`src/rtl/tm1638_device_responder.sv`:
```
// Device side of the TM1638 STB/CLK/DIO link. It decodes controller frames into
// display-RAM writes and display control, and shifts the key-scan snapshot back out on DIO.
module tm1638_device_responder #(
  parameter int SYNC_STAGES = 2,
  parameter int KEY_BYTES   = 4
) (
  input  logic        clk,
  input  logic        rst,
  input  logic        stb_i,
  input  logic        sclk_i,
  input  logic        dio_i,
  output logic        dio_o,
  output logic        dio_oe,
  input  logic [31:0] key_scan_i,
  output logic        ram_we,
  output logic [3:0]  ram_addr,
  output logic [7:0]  ram_wdata,
  output logic        disp_on,
  output logic [2:0]  brightness,
  output logic        frame_err
);
  localparam logic [5:0] KEY_BITS = 6'(KEY_BYTES * 8);

  typedef enum logic [2:0] {S_IDLE, S_CMD, S_WDATA, S_READ, S_SKIP} state_t;

  state_t state_q, state_d;

  logic [SYNC_STAGES-1:0] stb_sync_q, stb_sync_d;
  logic [SYNC_STAGES-1:0] sclk_sync_q, sclk_sync_d;
  logic [SYNC_STAGES-1:0] dio_sync_q, dio_sync_d;
  logic stb_prev_q, sclk_prev_q;

  logic [2:0]  bit_cnt_q, bit_cnt_d;
  logic [7:0]  sh_q, sh_d;
  logic [3:0]  addr_q, addr_d;
  logic        fixed_q, fixed_d;
  logic [31:0] snap_q, snap_d;
  logic [5:0]  rd_idx_q, rd_idx_d;
  logic        dio_o_q, dio_o_d, dio_oe_q, dio_oe_d;
  logic        ram_we_q, ram_we_d;
  logic [3:0]  ram_addr_q, ram_addr_d;
  logic [7:0]  ram_wdata_q, ram_wdata_d;
  logic        disp_on_q, disp_on_d;
  logic [2:0]  brightness_q, brightness_d;
  logic        frame_err_q, frame_err_d;

  logic stb_s, sclk_s, dio_s;
  logic stb_fall, stb_rise, sclk_rise, sclk_fall;
  logic in_frame, shift_en, byte_done;
  logic [7:0] new_byte;

  assign stb_s     = stb_sync_q[SYNC_STAGES-1];
  assign sclk_s    = sclk_sync_q[SYNC_STAGES-1];
  assign dio_s     = dio_sync_q[SYNC_STAGES-1];
  assign stb_fall  = stb_prev_q & ~stb_s;
  assign stb_rise  = ~stb_prev_q & stb_s;
  assign in_frame  = (state_q != S_IDLE);
  assign sclk_rise = ~sclk_prev_q & sclk_s & ~stb_s & in_frame;
  assign sclk_fall = sclk_prev_q & ~sclk_s & ~stb_s & in_frame;
  assign shift_en  = sclk_rise & (state_q != S_READ);
  assign byte_done = shift_en & (bit_cnt_q == 3'd7);
  assign new_byte  = {dio_s, sh_q[7:1]};

  always_comb begin
    stb_sync_d  = {stb_sync_q[SYNC_STAGES-2:0], stb_i};
    sclk_sync_d = {sclk_sync_q[SYNC_STAGES-2:0], sclk_i};
    dio_sync_d  = {dio_sync_q[SYNC_STAGES-2:0], dio_i};
  end

  // State register. The stb chain resets low so a pin held low through reset
  // never looks like a falling edge; a fresh frame needs STB high, then low.
  always_ff @(posedge clk) begin
    if (rst) begin
      state_q      <= S_IDLE;
      stb_sync_q   <= '0;
      sclk_sync_q  <= '0;
      dio_sync_q   <= '1;
      stb_prev_q   <= 1'b0;
      sclk_prev_q  <= 1'b0;
      bit_cnt_q    <= '0;
      sh_q         <= '0;
      addr_q       <= '0;
      fixed_q      <= 1'b0;
      snap_q       <= '0;
      rd_idx_q     <= '0;
      dio_o_q      <= 1'b1;
      dio_oe_q     <= 1'b0;
      ram_we_q     <= 1'b0;
      ram_addr_q   <= '0;
      ram_wdata_q  <= '0;
      disp_on_q    <= 1'b0;
      brightness_q <= '0;
      frame_err_q  <= 1'b0;
    end else begin
      state_q      <= state_d;
      stb_sync_q   <= stb_sync_d;
      sclk_sync_q  <= sclk_sync_d;
      dio_sync_q   <= dio_sync_d;
      stb_prev_q   <= stb_s;
      sclk_prev_q  <= sclk_s;
      bit_cnt_q    <= bit_cnt_d;
      sh_q         <= sh_d;
      addr_q       <= addr_d;
      fixed_q      <= fixed_d;
      snap_q       <= snap_d;
      rd_idx_q     <= rd_idx_d;
      dio_o_q      <= dio_o_d;
      dio_oe_q     <= dio_oe_d;
      ram_we_q     <= ram_we_d;
      ram_addr_q   <= ram_addr_d;
      ram_wdata_q  <= ram_wdata_d;
      disp_on_q    <= disp_on_d;
      brightness_q <= brightness_d;
      frame_err_q  <= frame_err_d;
    end
  end

  always_comb begin
    state_d = state_q;
    case (state_q)
      S_IDLE: if (stb_fall) state_d = S_CMD;
      S_CMD: begin
        if (byte_done) begin
          case (new_byte[7:6])
            2'b01:   state_d = new_byte[1] ? S_READ : S_SKIP;
            2'b11:   state_d = S_WDATA;
            default: state_d = S_SKIP;
          endcase
        end
      end
      default: ;
    endcase
    if (stb_rise && in_frame) state_d = S_IDLE;
  end

  always_comb begin
    bit_cnt_d    = bit_cnt_q;
    sh_d         = sh_q;
    addr_d       = addr_q;
    fixed_d      = fixed_q;
    snap_d       = snap_q;
    rd_idx_d     = rd_idx_q;
    dio_o_d      = dio_o_q;
    dio_oe_d     = dio_oe_q;
    ram_we_d     = 1'b0;
    ram_addr_d   = ram_addr_q;
    ram_wdata_d  = ram_wdata_q;
    disp_on_d    = disp_on_q;
    brightness_d = brightness_q;
    frame_err_d  = 1'b0;

    if (stb_fall && !in_frame) bit_cnt_d = '0;
    if (shift_en) begin
      sh_d      = new_byte;
      bit_cnt_d = bit_cnt_q + 3'd1;
    end

    if (byte_done) begin
      if (state_q == S_CMD) begin
        case (new_byte[7:6])
          2'b01: begin
            fixed_d = new_byte[2];
            if (new_byte[1]) begin
              snap_d   = key_scan_i;
              rd_idx_d = '0;
            end
          end
          2'b10: begin
            disp_on_d    = new_byte[3];
            brightness_d = new_byte[2:0];
          end
          2'b11:   addr_d = new_byte[3:0];
          default: frame_err_d = 1'b1;
        endcase
      end else if (state_q == S_WDATA) begin
        ram_we_d    = 1'b1;
        ram_addr_d  = addr_q;
        ram_wdata_d = new_byte;
        if (!fixed_q) addr_d = addr_q + 4'd1;
      end
    end

    // Key bits go out on falling edges so the controller samples them on the rise.
    if (sclk_fall && state_q == S_READ) begin
      if (rd_idx_q < KEY_BITS) begin
        dio_o_d  = snap_q[rd_idx_q[4:0]];
        dio_oe_d = 1'b1;
        rd_idx_d = rd_idx_q + 6'd1;
      end else begin
        dio_o_d  = 1'b1;
        dio_oe_d = 1'b0;
      end
    end

    if (stb_rise && in_frame) begin
      dio_o_d  = 1'b1;
      dio_oe_d = 1'b0;
      if (bit_cnt_d != 3'd0) frame_err_d = 1'b1;
      bit_cnt_d = '0;
    end
  end

  assign dio_o      = dio_o_q;
  assign dio_oe     = dio_oe_q & ~stb_rise;
  assign ram_we     = ram_we_q;
  assign ram_addr   = ram_addr_q;
  assign ram_wdata  = ram_wdata_q;
  assign disp_on    = disp_on_q;
  assign brightness = brightness_q;
  assign frame_err  = frame_err_q;
endmodule

```
`config.mk`:
```
export PLATFORM = sky130hd
export DESIGN_NAME = tm1638_device_responder
export DESIGN_NICKNAME = d
export VERILOG_FILES = /design/src/rtl/tm1638_device_responder.sv
export SDC_FILE = /design/constraint.sdc
export NUM_CORES = 1
export LEC_CHECK = 0
export ABC_AREA = 1
export CAP_MARGIN = 20
export CORE_MARGIN = 4
export CORE_UTILIZATION = 60
export CTS_CLUSTER_SIZE = 12
export DETAILED_ROUTE_END_ITERATION = 8
export DONT_BUFFER_PORTS = 1
export PLACE_DENSITY = 0.76
export SYNTH_ARGS = -nofsm -noshare
export SYNTH_HDL_FRONTEND = slang
export SYNTH_SLANG_ARGS = --single-unit
```
`constraint.sdc`:
```
create_clock -name clk -period 2 [get_ports clk]
set_clock_uncertainty 0.15 [all_clocks]
set_input_delay 0.4 -clock clk [delete_from_list [all_inputs] [get_ports clk]]
set_output_delay 0.4 -clock clk [all_outputs]
set_load 0.02 [all_outputs]
```
**Word level (Yosys, flattened, before mapping)**

Index checks and enable logic that the tools add are counted.
Widths: inputs -> output; s select.

- Register bits: 85
- Output and inout bits: 20

- Add/subtract/negate cells: 3
- Order comparisons: 2
- Eq/ne operators: 12
- Multiplexer cells: 27
- Bitwise operators: 18
- Reduce and logical (&&, ||, !) cells: 18

Operator list:

| kind | number |
|---|---|
| $mux 6 | 6 |
| $mux 4 | 4 |
| $mux 3 | 5 |
| $pmux 3 s2 | 2 |
| $reduce_and 3->1 | 4 |
| $and 1x1->1 | 11 |
| $mux 1 | 9 |
| $reduce_and 4->1 | 2 |
| $not 1->1 | 7 |
| $add 6x1->6 const B | 1 |
| $eq 3x2->1 const B | 2 |
| $lt 5x6->1 const B | 1 |
| $lt 6x6->1 const B | 1 |
| $reduce_bool 3->1 | 2 |
| $reduce_or 3->1 | 2 |
| $bmux 1 s5 | 1 |
| $add 4x1->4 const B | 1 |
| $eq 2x2->1 const B | 2 |
| $ne 2x1->1 const B | 2 |
| $ne 2x2->1 const B | 2 |
| $reduce_bool 2->1 | 2 |
| $add 3x1->3 const B | 1 |
| $eq 3x1->1 const B | 1 |
| $eq 3x3->1 const B | 1 |
| 6 further kinds | 8 |

**Depth between registers and ports, before layout**

Gate-level depths: netlist of the first run.

- Word-level depth: 9
- Mapped depth: 12

**Worst setup path after synthesis of the first run**

OpenSTA, ideal clock, no wires.

- Path kind: register to register
- From: register state_q[1]
- To: register snap_q[23]
- Library setup time: 0.128 ns
- Data arrival time: 1.369 ns
- Required time: 1.722 ns
- Setup slack: 0.352 ns
- Stages on the path, launching flop included: 11
- Cells stage by stage: dfxtp_1 > nor2_1 > nand2_2 > nand2_2 > nor2_4 > nand2_2 > nor2_4 > nand3_2 > clkbuf_1 > o21ai_0 > a21oi_1

- Longest elaborated chain between the ends: 5
- Elaborated cells between the ends (all ways): 7

RTL lines:

| item | RTL line | source |
|---|---|---|
| start: declaration | 26 | `state_t state_q, state_d;` |
| start signal: assignment | 95 | `state_q <= state_d;` |
| $reduce_bool 3->1 | 57 | `assign in_frame = (state_q != S_IDLE);` |
| $and 1x1->1 | 58 | `assign sclk_rise = ~sclk_prev_q & sclk_s & ~stb_s & in_frame;` |
| $and 1x1->1 | 60 | `assign shift_en = sclk_rise & (state_q != S_READ);` |
| $and 1x1->1 | 61 | `assign byte_done = shift_en & (bit_cnt_q == 3'd7);` |
| $reduce_and 4->1 (no line) (*) | - |  |
| end signal: assignment | 105 | `snap_q <= snap_d;` |
| end: declaration | 37 | `logic [31:0] snap_q, snap_d;` |

Every way passes the cells marked *; elsewhere a longest branch is shown, timed or not.
A chain may end at the register's enable or synchronous reset.

**Final worst setup path of the first run**

- From: input port rst
- To: register stb_sync_q[0]

RTL lines:

| item | RTL line | source |
|---|---|---|
| start: declaration | 8 | `input logic rst,` |
| end signal: assignment | 96 | `stb_sync_q <= stb_sync_d;` |
| end: declaration | 28 | `logic [SYNC_STAGES-1:0] stb_sync_q, stb_sync_d;` |

No word-level cell between the ends.

==> results of run 1 <==
## stage by stage
step,worst slack (ns),power (mW)
2_1_floorplan,0.3524,1.775
3_3_place_gp,0.2129,1.786
3_5_place_dp,0.1298,1.788
4_1_cts,0.1110,2.860
5_1_grt,0.02204,2.951
6_report,0.09907,2.860
## cell families after synthesis
kind of cell	after synthesis
xor+xnor	3
simple gates	171
flops	84
fa+ha+maj	4
buf+inv	97
compound gates	132
## worst min path at each step
stage               slack, ns             end            from
global placement         0.24  sclk_sync_q[1]  sclk_sync_q[0]
floorplan                0.24  sclk_sync_q[1]  sclk_sync_q[0]
CTS                     0.008           dio_o             rst
detailed placement       0.25  sclk_sync_q[1]  sclk_sync_q[0]
finish                  0.003           dio_o             rst
global route             0.02           dio_o             rst
## layout make-up
| cell class | instances | area share |
|---|---|---|
| Clock buffer | 11 | 0.03917 |
| Clock inverter | 4 | 0.006475 |
| Inverter | 74 | 0.07187 |
| Multi-Input combinational cell | 310 | 0.3859 |
| Sequential cell | 84 | 0.4351 |
| Tap cell | 72 | 0.02331 |
| Timing Repair Buffer | 15 | 0.03820 |
## power by group
group	switching (mW)	leakage (nW)	total [mW]	internal, mW
sequential	0.00529	0.678	1.68	1.68
combinational	0.0512	0.824	0.0772	0.0260
clock	0.591	0.0872	1.10	0.507
## worst max-delay path, stage by stage
cell and delay (ns):
dlygate4sd3_1 0.93, nor2_1 0.10, dlygate4sd3_1 0.57
## registers in the layout (all words and copies together) (netlist names), 3 cells and up
name and cells:
state_q 3, bit_cnt_q 3, brightness 3, snap_q 32, rd_idx_q 6, sh_q 7, ram_addr 4, ram_wdata 8
addr_q 4
## synth_stat cells, types with 3 or more instances
cell	number	area, µm²
inv_1	73	274.0
nand4_1	3	18.77
nand2_2	3	18.77
nand2_1	61	229.0
ha_1	4	50.05
o21ai_0	70	350.3
nand3_1	36	180.2
nor2_1	61	229.0
dfxtp_1	84	1682
clkbuf_1	17	63.81
a211oi_1	5	37.54
a21oi_1	55	275.3
## per-layer routing
metal	GRT usage	vias up	routed length (µm)
li1	-	1581	-
met1	0.2570	1410	3412
met2	0.4075	75	3879
met3	0.04757	21	451
met4	0.1281	0	229
met5	0	-	0
## repair_timing
action,in CTS,in global routing
hold endpoints to repair,15,0
resized for setup,0,2
hold buffers,4,0
setup buffers,0,1
endpoints found under the setup margin,0,24
==> flow_metrics.tcl, run 1 <==
set metrics [dict create \
    wl_um 7973 \
    async_flop_share 0 \
    drv_slew 0 \
    grt_pass1_vias 3028 \
    grt_max_degree 60 \
    synthSimpleGateAreaFrac 0.2060 \
    rsz0062_at_grt "no" \
    ys_ff_latch 84 \
    yosysSeqAreaShare 0.4732 \
    track_usage 0.2309 \
    postSynthCellCount 491 \
    p_leak_nw 1.589 \
    place_area_um2 3636 \
    min_period_over_period 0.9505 \
    crit_path_max_fanout 15 \
    num-fill-cells 499 \
    vias 3087 \
    synth_adder_area_share 0.01408 \
    antenna_found_initial 0 \
    r2r.worst_path.cells 10 \
    vias_per_cell 5.416 \
    ys.flop_type "dfxtp_1" \
    period_needed_ns 1.901 \
    fin_nets 535 \
    numClockSinks 84 \
    path_class "input pin to register" \
    yosysUniqueCellTypes 26 \
    fin_area_um2 3865 \
    status "completed" \
    clkTransAtPathRegs_ns 0.08 \
    die_area_um2 7217 \
    start_util 0.6336 \
    min_path_cells 2 \
    finalSetupTns_ns 0 \
    hpwl_um 5534 \
    layout_common_cells "dfxtp_1 (84), inv_1 (73), o21ai_0 (70), nor2_1 (60), nand2_1 (60)" \
    worstMarginPinSlew_ns 0.6206 \
    pwr_density_cell_nw_per_um2 739.9 \
    numCtsBuffers 9 \
    drt.antenna.violating_nets 0 \
    cap_violations 0 \
    hold_viol_final 0 \
    hold_ws_ns 0.003497 \
    syn_avg_cell_area_um2 7.237 \
    startpoint "rst" \
    worstReg2RegEnd "snap_q[28]" \
    n_antenna_cell 0 \
    reg2reg_from "state_q[2]" \
    drt_iter0_markers 170 \
    synth_top_family_by_area "simple AND/OR/NAND/NOR gates" \
    synthToLayoutAreaGrowth_pct 8.768 \
    final_common_cell "dfxtp_1" \
    peakVddDrop_v 0.0004863 \
    wire_per_inst_um 13.99 \
    ys_warn_count 0 \
    firstDrtPassIters 4 \
    setup_violations 0 \
    fp.dieW_um 84.96 \
    multi_input_comb_area_um2 1491 \
    place_inst 550 \
    num_rows 27 \
    cts.path.max_buffers 2 \
    cts_tree "done" \
    core_um2 5608 \
    die_h_um 84.96 \
    synth-compound-area-share 0.1908 \
    netlist_area_um2 3553 \
    endpoint "stb_sync_q[0]" \
    syn-num-nets 532 \
    drive_above_1_share 0.07430 \
    htree_levels 3 \
    place_congestion 0.8450 \
    layoutNonFillerInstCount 570 \
    arrival_ns 2.00 \
    synth_xor_area_frac 0.007394 \
    required_ns 2.10 \
    hold_path_class "input pin to register" \
    synth_mux_area_frac 0 \
    synth_edf_count 0 \
    crit_path_end_kind "register" \
    overflow 0 \
    grt_pass1_wl_um 13510 \
    reg2reg_slack_ns 0.15 \
    relSlewSlack 0.5849 \
    drc 0 \
    max_freq_mhz 526.1 \
    portBuffers 0 \
    worstSetupStartpointType "input pin" \
    ios 57 \
    insertion_delay_ns 0.36 \
    regArea_um2 1682 \
    utilization 0.6892 \
    cts_root_buf "clkbuf_8" \
]
Note: power is estimated with default switching activity, not from simulation.
==> run 2: changes to the inputs <==
--- a/config.mk
+++ b/config.mk
@@ -12,6 +12,7 @@
 export CTS_CLUSTER_SIZE = 12
 export DETAILED_ROUTE_END_ITERATION = 8
 export DONT_BUFFER_PORTS = 1
+export GPL_TIMING_DRIVEN = 0
 export PLACE_DENSITY = 0.76
 export SYNTH_ARGS = -nofsm -noshare
 export SYNTH_HDL_FRONTEND = slang
==> run 2 against run 1 <==
Compared with the run above: first-iteration DRC count rose by 10%; via count rose by 1.6%; global-route usage rose by 1.7 points; non-clock buffer count rose by 11; wire length rose by 6.0%; critical path type is now register to register; highest routed layer unchanged.
==> flow_metrics.tcl, run 2 (same netlist as run 1, synthesis figures left out) <==
set metrics [dict create \
    cap_violations 0 \
    path_cells "nor2_1, nand2_2, nand2_2, nor2_4, nand2_2, nor2_4, nand3_4, clkbuf_4, o21ai_0, a21oi_1" \
    setup_violations 0 \
    wire_per_inst_um 14.53 \
    firstDrtPassIters 4 \
    start_util 0.6336 \
    crit_path_max_fanout 10 \
    die_h_um 84.96 \
    total_power_mw 3.079 \
    layout_common_cells "dfxtp_1 (82), inv_1 (73), o21ai_0 (67), nand2_1 (60), nor2_1 (59)" \
    num_rows 27 \
    switching_power_mw 0.6643 \
    drt.antenna.violating_nets 0 \
    sw_frac_of_total 0.2158 \
    portBuffers 0 \
    relSlewSlack 0.5263 \
    ios 57 \
    arrival_ns 1.96 \
    finalSetupTns_ns 0 \
    pwr-share-clk 0.427 \
    core_um2 5608 \
    largest-register "snap_q" \
    vias 3137 \
    final_common_cell "dfxtp_1" \
    pwr-share-seq 0.547 \
    grt_pass1_vias 3145 \
    place_congestion 0.8837 \
    largest_reg_flops 32 \
    max_freq_mhz 536.1 \
    antenna_found_initial 0 \
    insertion_delay_ns 0.36 \
    cts.path.max_buffers 2 \
    internal-power_mw 2.414 \
    critPathSlowestCell "dfxtp_2" \
    hpwl_um 5987 \
    crit_path_end_kind "register" \
    drive_above_1_share 0.08627 \
    die_area_um2 7217 \
    required_ns 2.09 \
    drv_slew 0 \
    slowest_delay_ns 0.36 \
    power_frac_comb 0.026 \
    vias_per_cell 5.390 \
    fp.dieW_um 84.96 \
    min_period_over_period 0.9327 \
    p_leak_nw 1.611 \
    worstSetupStartpointType "register" \
    grt_max_degree 14 \
    peakVddDrop_v 0.0004347 \
    fin_nets 546 \
    numCtsBuffers 9 \
    clkTransAtPathRegs_ns 0.09 \
    worstMarginPinSlew_ns 0.7042 \
    cts_root_buf "clkbuf_8" \
    crit_top_cell "nand2_2" \
    grt_pass1_wl_um 14560 \
    period_needed_ns 1.865 \
    hold_viol_final 0 \
    htree_levels 3 \
    drt_iter0_markers 187 \
    status "completed" \
    pwr_density_cell_nw_per_um2 781.9 \
    synthToLayoutAreaGrowth_pct 10.81 \
    wl_um 8455 \
    n_antenna_cell 0 \
    numClockSinks 84 \
    drc 0 \
    track_usage 0.2479 \
    path_class "register to register" \
    dp_slack_ns -0.05498 \
    fin_ws_ns 0.1345 \
    hold_path_class "input pin to register" \
    overflow 0 \
    cts_tree "done" \
]
-- run 2: cell count changes in the layout (fill, tap and decap cells not counted), sizes merged --
cell / change
bufinv: +1
clkbuf: +17
clkinv: -2
buf: -3
dlygate4sd3: -1
-- run 2: final timing paths --
kind / depth (start not counted) / slack (ns) / end / startpoint
max reg2reg: 10 / 0.13 / snap_q[26] / state_q[1]
max: 10 / 0.13 / snap_q[26] / state_q[1]
min: 2 / 0.06 / snap_q[18] / key_scan_i[18]
min reg2reg: 2 / 0.26 / sclk_sync_q[1] / sclk_sync_q[0]
-- run 2: layout make-up --
type	instances	area, µm²
flip-flops and latches	84	1684
inverters	74	281.5
fillers	496	1670
well taps	72	90.09
multi-input cells	310	1506
plain buffers	22	116.4
clock inverters	3	42.54
repair buffers	4	37.54
clock buffers	13	178.9
-- run 2: worst max-delay path: cells and delay by family (launching register included) --
kind | cells | cell delay, ns
AO/OA/AOI/OAI | 2 | 0.26
buffers and inverters | 1 | 0.21
flip-flops | 1 | 0.36
AND/OR/NAND/NOR | 7 | 0.77
-- run 2: per-layer routing --
layer	GRT usage	share of wire
met1	0.2978	0.43
met2	0.4138	0.49
met3	0.07379	0.055
met4	0.1007	0.029
met5	0	0
-- run 2: what timing repair did --
| action | in CTS | in global routing |
|---|---|---|
| endpoints found under the setup margin | 17 | 57 |
| resized for setup | 7 | 16 |
| endpoints found under the hold margin | 3 | 0 |
| setup buffers | 0 | 1 |
| hold buffers | 3 | 0 |
| pin swaps | 0 | 1 |
-- run 2: through the flow --
stage / util / area (µm²) / std cells / hold slack, ns
2_1_floorplan: - / 3553 / 491 / 0.2383
3_3_place_gp: 0.6497 / 3643 / 563 / 0.2390
3_5_place_dp: 0.6497 / 3643 / 563 / 0.2448
4_1_cts: 0.6961 / 3904 / 582 / 0.05832
5_1_grt: 0.7021 / 3938 / 582 / 0.05655
6_report: 0.7021 / 3938 / 582 / 0.05869
-- run 2: power groups by stage --
stage          registers [mW]  logic (mW)  clock network, mW
6_report                 1.68      0.0789               1.32
5_1_grt                  1.69      0.0908               1.41
4_1_cts                  1.68      0.0778               1.32
3_5_place_dp             1.72      0.0719                  0
3_3_place_gp             1.72      0.0701                  0
2_1_floorplan            1.72      0.0528                  0
